## config.mk

```make
export PLATFORM = sky130hd
export DESIGN_NAME = vx_stream_router
export DESIGN_NICKNAME = d
export VERILOG_FILES = /design/src/rtl/vx_stream_router.sv
export SDC_FILE = /design/constraint.sdc
export NUM_CORES = 1
export LEC_CHECK = 0
export BUFFER_PORTS_ARGS = -buffer_cell sky130_fd_sc_hd__buf_4
export CAP_MARGIN = 10
export CORE_MARGIN = 4
export CORE_UTILIZATION = 29
export CTS_CLUSTER_SIZE = 24
export DETAILED_ROUTE_END_ITERATION = 12
export PLACE_DENSITY_LB_ADDON = 0.25
export SLEW_MARGIN = 10
export SYNTH_ARGS = -nofsm -noshare
export SYNTH_HDL_FRONTEND = slang
export SYNTH_SLANG_ARGS = --single-unit
```

## constraint.sdc

```tcl
create_clock -name clk -period 4.7 [get_ports clk]
set_input_delay 0.235 -clock clk [delete_from_list [all_inputs] [get_ports clk]]
set_output_delay 0.235 -clock clk [all_outputs]
set_load 0.01 [all_outputs]
```

## src/rtl/vx_stream_router.sv

```systemverilog
// 1:N stream router: each beat goes to the output named by sel_in. Every output has
// its own 2-entry elastic buffer (head + skid), so one stalled output never blocks the others.
module vx_stream_router #(
  parameter int NUM_OUTPUTS     = 4,
  parameter int DATA_WIDTH      = 32,
  parameter int LOG_NUM_OUTPUTS = (NUM_OUTPUTS > 1) ? $clog2(NUM_OUTPUTS) : 1
) (
  input  logic                              clk,
  input  logic                              reset,
  input  logic                              valid_in,
  input  logic [DATA_WIDTH-1:0]             data_in,
  input  logic [LOG_NUM_OUTPUTS-1:0]        sel_in,
  output logic                              ready_in,
  output logic [NUM_OUTPUTS-1:0]            valid_out,
  output logic [NUM_OUTPUTS*DATA_WIDTH-1:0] data_out,
  input  logic [NUM_OUTPUTS-1:0]            ready_out,
  output logic                              sel_err
);

  // Handshake: a beat moves on any edge where valid && ready are both high. Once valid
  // is up it holds its data until taken; ready_in depends only on sel_in and registered
  // occupancy, never on ready_out.
  logic [DATA_WIDTH-1:0]  head_q  [NUM_OUTPUTS];
  logic [DATA_WIDTH-1:0]  skid_q  [NUM_OUTPUTS];
  logic [1:0]             count_q [NUM_OUTPUTS];
  logic [NUM_OUTPUTS-1:0] sel_hit;
  logic [NUM_OUTPUTS-1:0] push;
  logic [NUM_OUTPUTS-1:0] pop;
  logic [31:0]            sel_wide;
  logic                   sel_oor;

  assign sel_wide = 32'(sel_in);
  // With a single output the select field is ignored entirely.
  assign sel_oor  = (NUM_OUTPUTS > 1) && (sel_wide >= 32'(NUM_OUTPUTS));

  always_comb begin
    ready_in = 1'b1;
    sel_hit  = '0;
    push     = '0;
    pop      = '0;
    for (int i = 0; i < NUM_OUTPUTS; i++) begin
      sel_hit[i] = (NUM_OUTPUTS == 1) || (sel_wide == 32'(i));
      if (sel_hit[i] && (count_q[i] == 2'd2)) ready_in = 1'b0;
    end
    for (int i = 0; i < NUM_OUTPUTS; i++) begin
      push[i] = valid_in && ready_in && sel_hit[i];
      pop[i]  = valid_out[i] && ready_out[i];
    end
  end

  always_comb begin
    for (int i = 0; i < NUM_OUTPUTS; i++) begin
      valid_out[i]                           = (count_q[i] != 2'd0);
      data_out[i*DATA_WIDTH +: DATA_WIDTH]   = head_q[i];
    end
  end

  always_ff @(posedge clk or negedge reset) begin
    if (!reset) begin
      for (int i = 0; i < NUM_OUTPUTS; i++) begin
        count_q[i] <= 2'd0;
        head_q[i]  <= '0;
        skid_q[i]  <= '0;
      end
    end else begin
      for (int i = 0; i < NUM_OUTPUTS; i++) begin
        case (count_q[i])
          2'd0: begin
            if (push[i]) begin
              head_q[i]  <= data_in;
              count_q[i] <= 2'd1;
            end
          end
          2'd1: begin
            // Push with pop while holding one beat: the new beat goes straight to head.
            if (push[i] && pop[i]) begin
              head_q[i] <= data_in;
            end else if (push[i]) begin
              skid_q[i]  <= data_in;
              count_q[i] <= 2'd2;
            end else if (pop[i]) begin
              count_q[i] <= 2'd0;
            end
          end
          default: begin
            if (pop[i]) begin
              head_q[i]  <= skid_q[i];
              count_q[i] <= 2'd1;
            end
          end
        endcase
      end
    end
  end

  // Out-of-range beats are swallowed; remember that it happened until reset.
  always_ff @(posedge clk or negedge reset) begin
    if (!reset) begin
      sel_err <= 1'b0;
    end else if (valid_in && ready_in && sel_oor) begin
      sel_err <= 1'b1;
    end
  end

  for (genvar g = 0; g < NUM_OUTPUTS; g++) begin : g_chk
    a_no_pop_empty: assert property (@(posedge clk) disable iff (!reset)
      !(pop[g] && (count_q[g] == 2'd0)));
    a_no_push_full: assert property (@(posedge clk) disable iff (!reset)
      !(push[g] && (count_q[g] == 2'd2)));
    a_hold_stalled: assert property (@(posedge clk) disable iff (!reset)
      (valid_out[g] && !ready_out[g]) |=> (valid_out[g] && $stable(head_q[g])));
  end

endmodule
```

==> results.md, run 1 <==
* Outcome: finished clean
* Dpl cells at between 1,000 and 1,500
* Starting Density at between 20 and 30%
* Post-DRT Antenna Nets at 0
* Routability cong. at ~0.70
* Total setup buffers inserted after CTS at 0
* Fin. max-slew vios at 0
* CTS Sinks at ~260
* WL final at 29,900 µm
* Area share of and/or/nand/nor cells after synthesis at around 1.4%
* Top cell type's share of synthesized area at between 50% and 60%
* Adder-cell share of the synthesized area at 0%
* Clock Path Buffers at 3
* Slew headroom at approximately 36%
* Number of synthesized flops with an enable pin at 0
* CTS tree: built
* WP data required at around 5 ns
* Worst-Skew Late Latency at around 0.55 ns
* Yosys reg bits at roughly 260
* Multiplexer share of the synthesized area at a little over a third
* Design area at about 0.015 mm²
* Post-DP HPWL at 19,300 µm
* GRT Total Usage at ~14%
* Die W at between 200 and 250 µm
* Total number of vias at 6,982
* Crit Path Category: register to register
* Root buf cell: clkbuf_16
* CP endpoint kind: register
* First drt pass iteration count at 4
* Largest family of logic cells by synthesized area: multiplexers
* Core ar. at a little under 0.04 mm²
* Final hold violation count at 0
* CTS buffer count at 30
* Worst slew pin tran at ~0.96 ns
* Unique cell type count in the Yosys netlist at 34
* Largest cells by area after synthesis: dfrtp_1, mux2_2, mux2_4
* Tcrit/Tclk final at 54.8%
* Synthesis-to-layout area growth at 26.6%
* Initial antenna violation count at 1
* Worst hold path class: input port to register
* Synthesized cell area at between 0.01 and 0.015 mm²
* Setup Skew at 0.0210 ns
* Max IR drop VDD at around 230 µV
* Die area at between 0.04 and 0.05 mm²
* DIE HEIGHT at ~210 µm
* Most frequent cells in the layout: mux2_2, dfrtp_1, buf_4
* Largest net degree at the start of global routing at about 130
* FP Rows at 72
* Max H-tree Level at 1
* Worst Path Arrival at 3.00 ns
* IO Count at 175
* Syn Nets at approximately 800
* PwrDens at 465 mW/mm²
* Nets@finish at 1,021
* Antenna fix cells at 0
* RSZ-0062 raised after global routing: false
* Dominant synthesized flop cell: dfrtp_1
* Number of global-route vias before repair at around 7,300
* Synthesis Warnings at 0
* Crit-path max FO at 39
* Min cycle time layout at roughly 2.6 ns
* FMAX at 388 MHz
* Asr flop ratio synth at 100%
* First-pass GRT wire length at 46,900 µm
* Setup_tns at 0 ns
* Placed Area at between 0.01 and 0.015 mm²
* WL/cell at ~20 µm
* Cell Count, Final, Fillers Out at around 1,500
* CP startpoint kind: register
* Most common cell after layout, fill and taps aside: mux2_2
* DRT iter0 DRCs at between 200 and 250
* Post-Synth XOR/XNOR Area at 0%
* Pleak at ~6.7 nW
* Synth Instances at between 700 and 800
* Port Buffers at between 150 and 200
* Share of layout cells above drive strength 1 at between 50 and 60%
* Max cap viols at 0
* Sequential share of the synthesized area at between 50% and 60%
* Overflow after GRT at 0
* Vias per cell at about 4.6
* DR DRC count at 0
* Cell type with the largest total area after synthesis: dfrtp_1
* Synth Area in Compound Gates at under 10%
* Synthesized area per cell at 14.8 µm²
* Count of final setup violators at 0
* Clk slew on worst S/H paths at about 0.06 ns
[cells by family after synthesis]
| family | Yosys count |
|---|---|
| buffers and inverters | 57 |
| other | 1 |
| multiplexers | 352 |
| AND/OR/NAND/NOR | 27 |
| AO/OA/AOI/OAI | 82 |
| flip-flops | 264 |
[what timing repair did]
action	CTS	global route
hold endpoints to repair	202	0
gates resized for setup	0	0
hold buffers	33	0
[power by group]
part | switching [mW] | leakage [nW] | internal (mW)
Clock | 0.931 | 0.475 | 1.35
Combinational | 0.596 | 2.91 | 0.852
Sequential | 0.302 | 3.33 | 2.80
Total | 1.83 | 6.71 | 4.99
[cell type report]
type,count,area (µm²)
Inverter,7,26.3
Clock inverter,8,78.8
Sequential cell,264,6610
Multi-Input combinational cell,462,4710
Timing Repair Buffer,215,1720
Tap cell,518,648
Clock buffer,44,883
Fill cell,3801,24400
[worst max-delay path, stage by stage (launching register included)]
cell	delay, ns
dfrtp_2	0.99
nor2_1	0.20
o22ai_4	0.40
buf_4	0.44
mux2_2	0.39
[per-stage QoR]
stage	total power [mW]	util (%)	hold slack (ns)	worst slack, ns
final	6.82	37.5	0.0138	2.13
after global routing	7.22	37.5	0.00577	1.92
after CTS	6.96	37.5	0.00174	2.00
after detailed placement	4.61	34.2	0.318	2.07
after global placement	4.58	34.2	0.316	2.10
after floorplan	3.79	-	-0.0606	2.94
[final timing paths]
check / cells past startpoint / slack [ns] / end / from
setup / recovery: 4 / 2.13 / data_out[45] / count_q[5]
hold / removal: 2 / 0.01 / skid_q[40] / data_in[8]
setup reg to reg: 4 / 2.13 / data_out[45] / count_q[5]
hold reg to reg: 1 / 0.50 / skid_q[33] / skid_q[33]
max in group asynchronous: 3 / 3.21 / skid_q[87] / reset
min in group asynchronous: 2 / 0.28 / data_out[70] / reset
[per-layer routing]
| metal | vias up | GRT usage, % | share of wire, % |
|---|---|---|---|
| met2 | 155 | 22.0 | 47 |
| met1 | 3572 | 19.0 | 45 |
| met5 | - | 0 | 0 |
| li1 | 3225 | - | - |
| met3 | 30 | 3.09 | 6.1 |
| met4 | 0 | 2.54 | 1.4 |
[synthesized netlist by cell type, types with 2 or more instances]
master    count
buf_1         2
and3b_1       2
o21a_1        2
mux2i_1      32
mux2_2      292
o221a_2       2
nor3b_1       3
nand3b_1      2
buf_6        11
o21ai_0      67
dfrtp_1     264
nor2_1        4
inv_1         7
nand3_1       2
o22ai_2       2
nand2_1       3
nand2b_1      6
buf_2        17
or2_2         2
mux2_4       28
clkbuf_1     19
a21oi_1       2
[sequential cells by signal, summed over array words and instances (netlist names)]
name	flops
data_out	128
skid_q	128
count_q	8
Note: power is estimated with default switching activity, not from simulation.
==> inputs of run 2 (changes only) <==
==> constraint.sdc (replaced) <==
create_clock -name clk -period 2.23 [get_ports clk]
set_input_delay 0.1115 -clock clk [delete_from_list [all_inputs] [get_ports clk]]
set_output_delay 0.1115 -clock clk [all_outputs]
set_load 0.01 [all_outputs]
==> run 2 against run 1 <==
- count of clock-buffer cells in the layout is 1 lower
- via count increased by 2.2%
- largest cell class unchanged
- first-iteration DRC count is 8.5% higher
- clock skew hardly changed
- highest routed layer unchanged
==> results.md, run 2 (synthesis gave the netlist of run 1 again) <==
* Outcome: finished clean
* Layout fillers at 3,823 (+0.58%)
* Most common cell after layout, fill and taps aside: mux2_2
* Number of global-route vias before repair at 7,659 (+5.3%)
* Final hold violation count at 0 (unchanged)
* Dpl cells at 1,451 (+1.3%)
* GRT Total Usage at 13.8% (+0.22 points)
* Starting Density at 29.6% (unchanged)
* FP Rows at 72 (unchanged)
* Worst-Skew Late Latency at 0.56 ns (about the same)
* Clock Path Buffers at 3 (unchanged)
* CP cell instances: inv_1 -> o311ai_0 -> o21ai_0 -> buf_4
* Antenna fix cells at 0 (unchanged)
* WL/cell at 19.6 µm (-0.40%)
* Worst slew pin tran at 0.747 ns (-0.213 ns)
* CTS tree: built
* DR DRC count at 0 (unchanged)
* Design area at 0.0149 mm² (+1.4%)
* Largest net degree at the start of global routing at 62 (-52%)
* Routability cong. at 0.745 (+5.6%)
* Most frequent cells in the layout: mux2_2, dfrtp_1, buf_4
* Root buf cell: clkbuf_16
* CP startpoint kind: register
* Post-DP HPWL at 19,700 µm (+2.1%)
* Total number of vias at 7,139 (+2.2%)
* Crit Path Category: register to output port
* Placed Area at 0.0136 mm² (+1.6%)
* RSZ-0062 raised after global routing: false
* WL final at 30,300 µm (+1.1%)
* Die W at 208 µm (unchanged)
* Final Power at 14.3 mW (+110%)
* CP endpoint kind: output port
* Core ar. at 0.0391 mm² (unchanged)
* First drt pass iteration count at 5 (+1)
* Overflow after GRT at 0 (unchanged)
* Slowest stage cell, crit path: dfrtp_2
* Nets@finish at 1,044 (+2.3%)
* Synthesis-to-layout area growth at 28.5%
* Clk slew on worst S/H paths at 0.06 ns (about the same)
* Max IR drop VDD at 496 µV (+110%)
* Fin. max-slew vios at 0 (unchanged)
* Initial antenna violation count at 0 (-1)
* IO Count at 175 (unchanged)
* Share of layout cells above drive strength 1 at 56.6% (+0.20 points)
* Count of final setup violators at 0 (unchanged)
* Max H-tree Level at 1 (unchanged)
* Min cycle time layout at between 1.5 and 2 ns
* Port Buffers at 173 (unchanged)
* Total setup buffers inserted after CTS at 0 (unchanged)
* Crit-path max FO at 10 (-74%)
* Setup_tns at 0 ns (unchanged)
* First-pass GRT wire length at 48,000 µm (+2.5%)
* Vias per cell at 4.63 (+0.72%)
* CP max stage delay at 0.53 ns (-0.46 ns)
* Post-route setup slack at 0.273 ns (-1.85 ns)
* Pleak at 6.82 nW (+1.7%)
* Setup Skew at 0.0213 ns (+0.000278 ns)
* Post-DRT Antenna Nets at 0 (unchanged)
* FMAX at a little over 500 MHz
* DIE HEIGHT at 208 µm (unchanged)
* Max cap viols at 0 (unchanged)
* CTS Sinks at 264 (unchanged)
* Tcrit/Tclk final at between 80% and 90%
* Worst Path Arrival at 1.85 ns (-1.15 ns)
* Post-Place Worst Slack at 0.347 ns (-1.72 ns)
* Die area at 0.0432 mm² (unchanged)
* PwrDens at 958 mW/mm² (+110%)
* Slew headroom at 50.2% (+14 points)
* WP data required at 2.12 ns (-3.00 ns)
* Cell Count, Final, Fillers Out at 1,541 (+1.5%)
* Worst hold path class: input port to register
* DRT iter0 DRCs at 267 (+8.5%)
* CTS buffer count at 31 (+3.3%)
[run 2: cell count changes in the layout (fill, tap and decap cells not counted), sizes merged]
| cell | delta |
|---|---|
| dlygate4sd3 | +4 |
| clkinvlp | +1 |
| clkbuf | -1 |
| inv | +1 |
| buf | +18 |
[run 2: metal layers]
metal	routed length (µm)	vias up	GRT usage (%)	part of all wire [%]
li1	-	3274	-	-
met1	14400	3692	19.5	48
met2	14000	138	22.4	46
met3	1430	35	2.65	4.7
met4	448	0	2.65	1.5
met5	0	-	0	0
[run 2: path summary, 6_finish.rpt]
kind                            start            to  slack [ns]  depth (start not counted)
max                        count_q[3]      ready_in        0.27                          4
min                         sel_in[1]    count_q[0]        0.06                          4
max reg2reg                count_q[3]  data_out[76]        0.40                          4
min reg2reg                skid_q[60]    skid_q[60]        0.50                          1
max in group asynchronous       reset    count_q[1]        1.42                          3
min in group asynchronous       reset  data_out[41]        0.10                          2
[run 2: area by class of cell]
class                   instances  area, µm²  share of cell area [%]
clock buffers                  43        841                    5.65
clock inverters                10       83.8                   0.563
inverters                       7       26.3                   0.176
multi-input cells             462       4710                    31.7
flip-flops and latches        264       6610                    44.4
well taps                     518        648                    4.35
repair buffers                237       1970                    13.2
[run 2: where the power goes]
group / leakage, nW / internal, mW / total, mW / switching (mW)
Clock: 0.451 / 2.72 / 4.68 / 1.96
Combinational: 3.04 / 1.82 / 3.08 / 1.26
Sequential: 3.33 / 5.89 / 6.51 / 0.617
[run 2: timing repair]
item	in CTS	in global routing
hold endpoints to repair	494	0
resized for setup	0	0
hold buffers	37	0
[run 2: through the flow]
step | hold slack (ns) | util [%]
CTS | 0.0205 | 38.1
global placement | 0.113 | 34.8
detailed placement | 0.106 | 34.8
global route | 0.0696 | 38.1
finish | 0.0628 | 38.1
floorplan | -0.184 | -
[run 2: worst max-delay path: cells and delay by family, from the launching register on]
family                 cells  cell delay, ns
DFF                        1            0.53
AOI/OAI and AO/OA          2            0.45
buffers and inverters      2            0.30
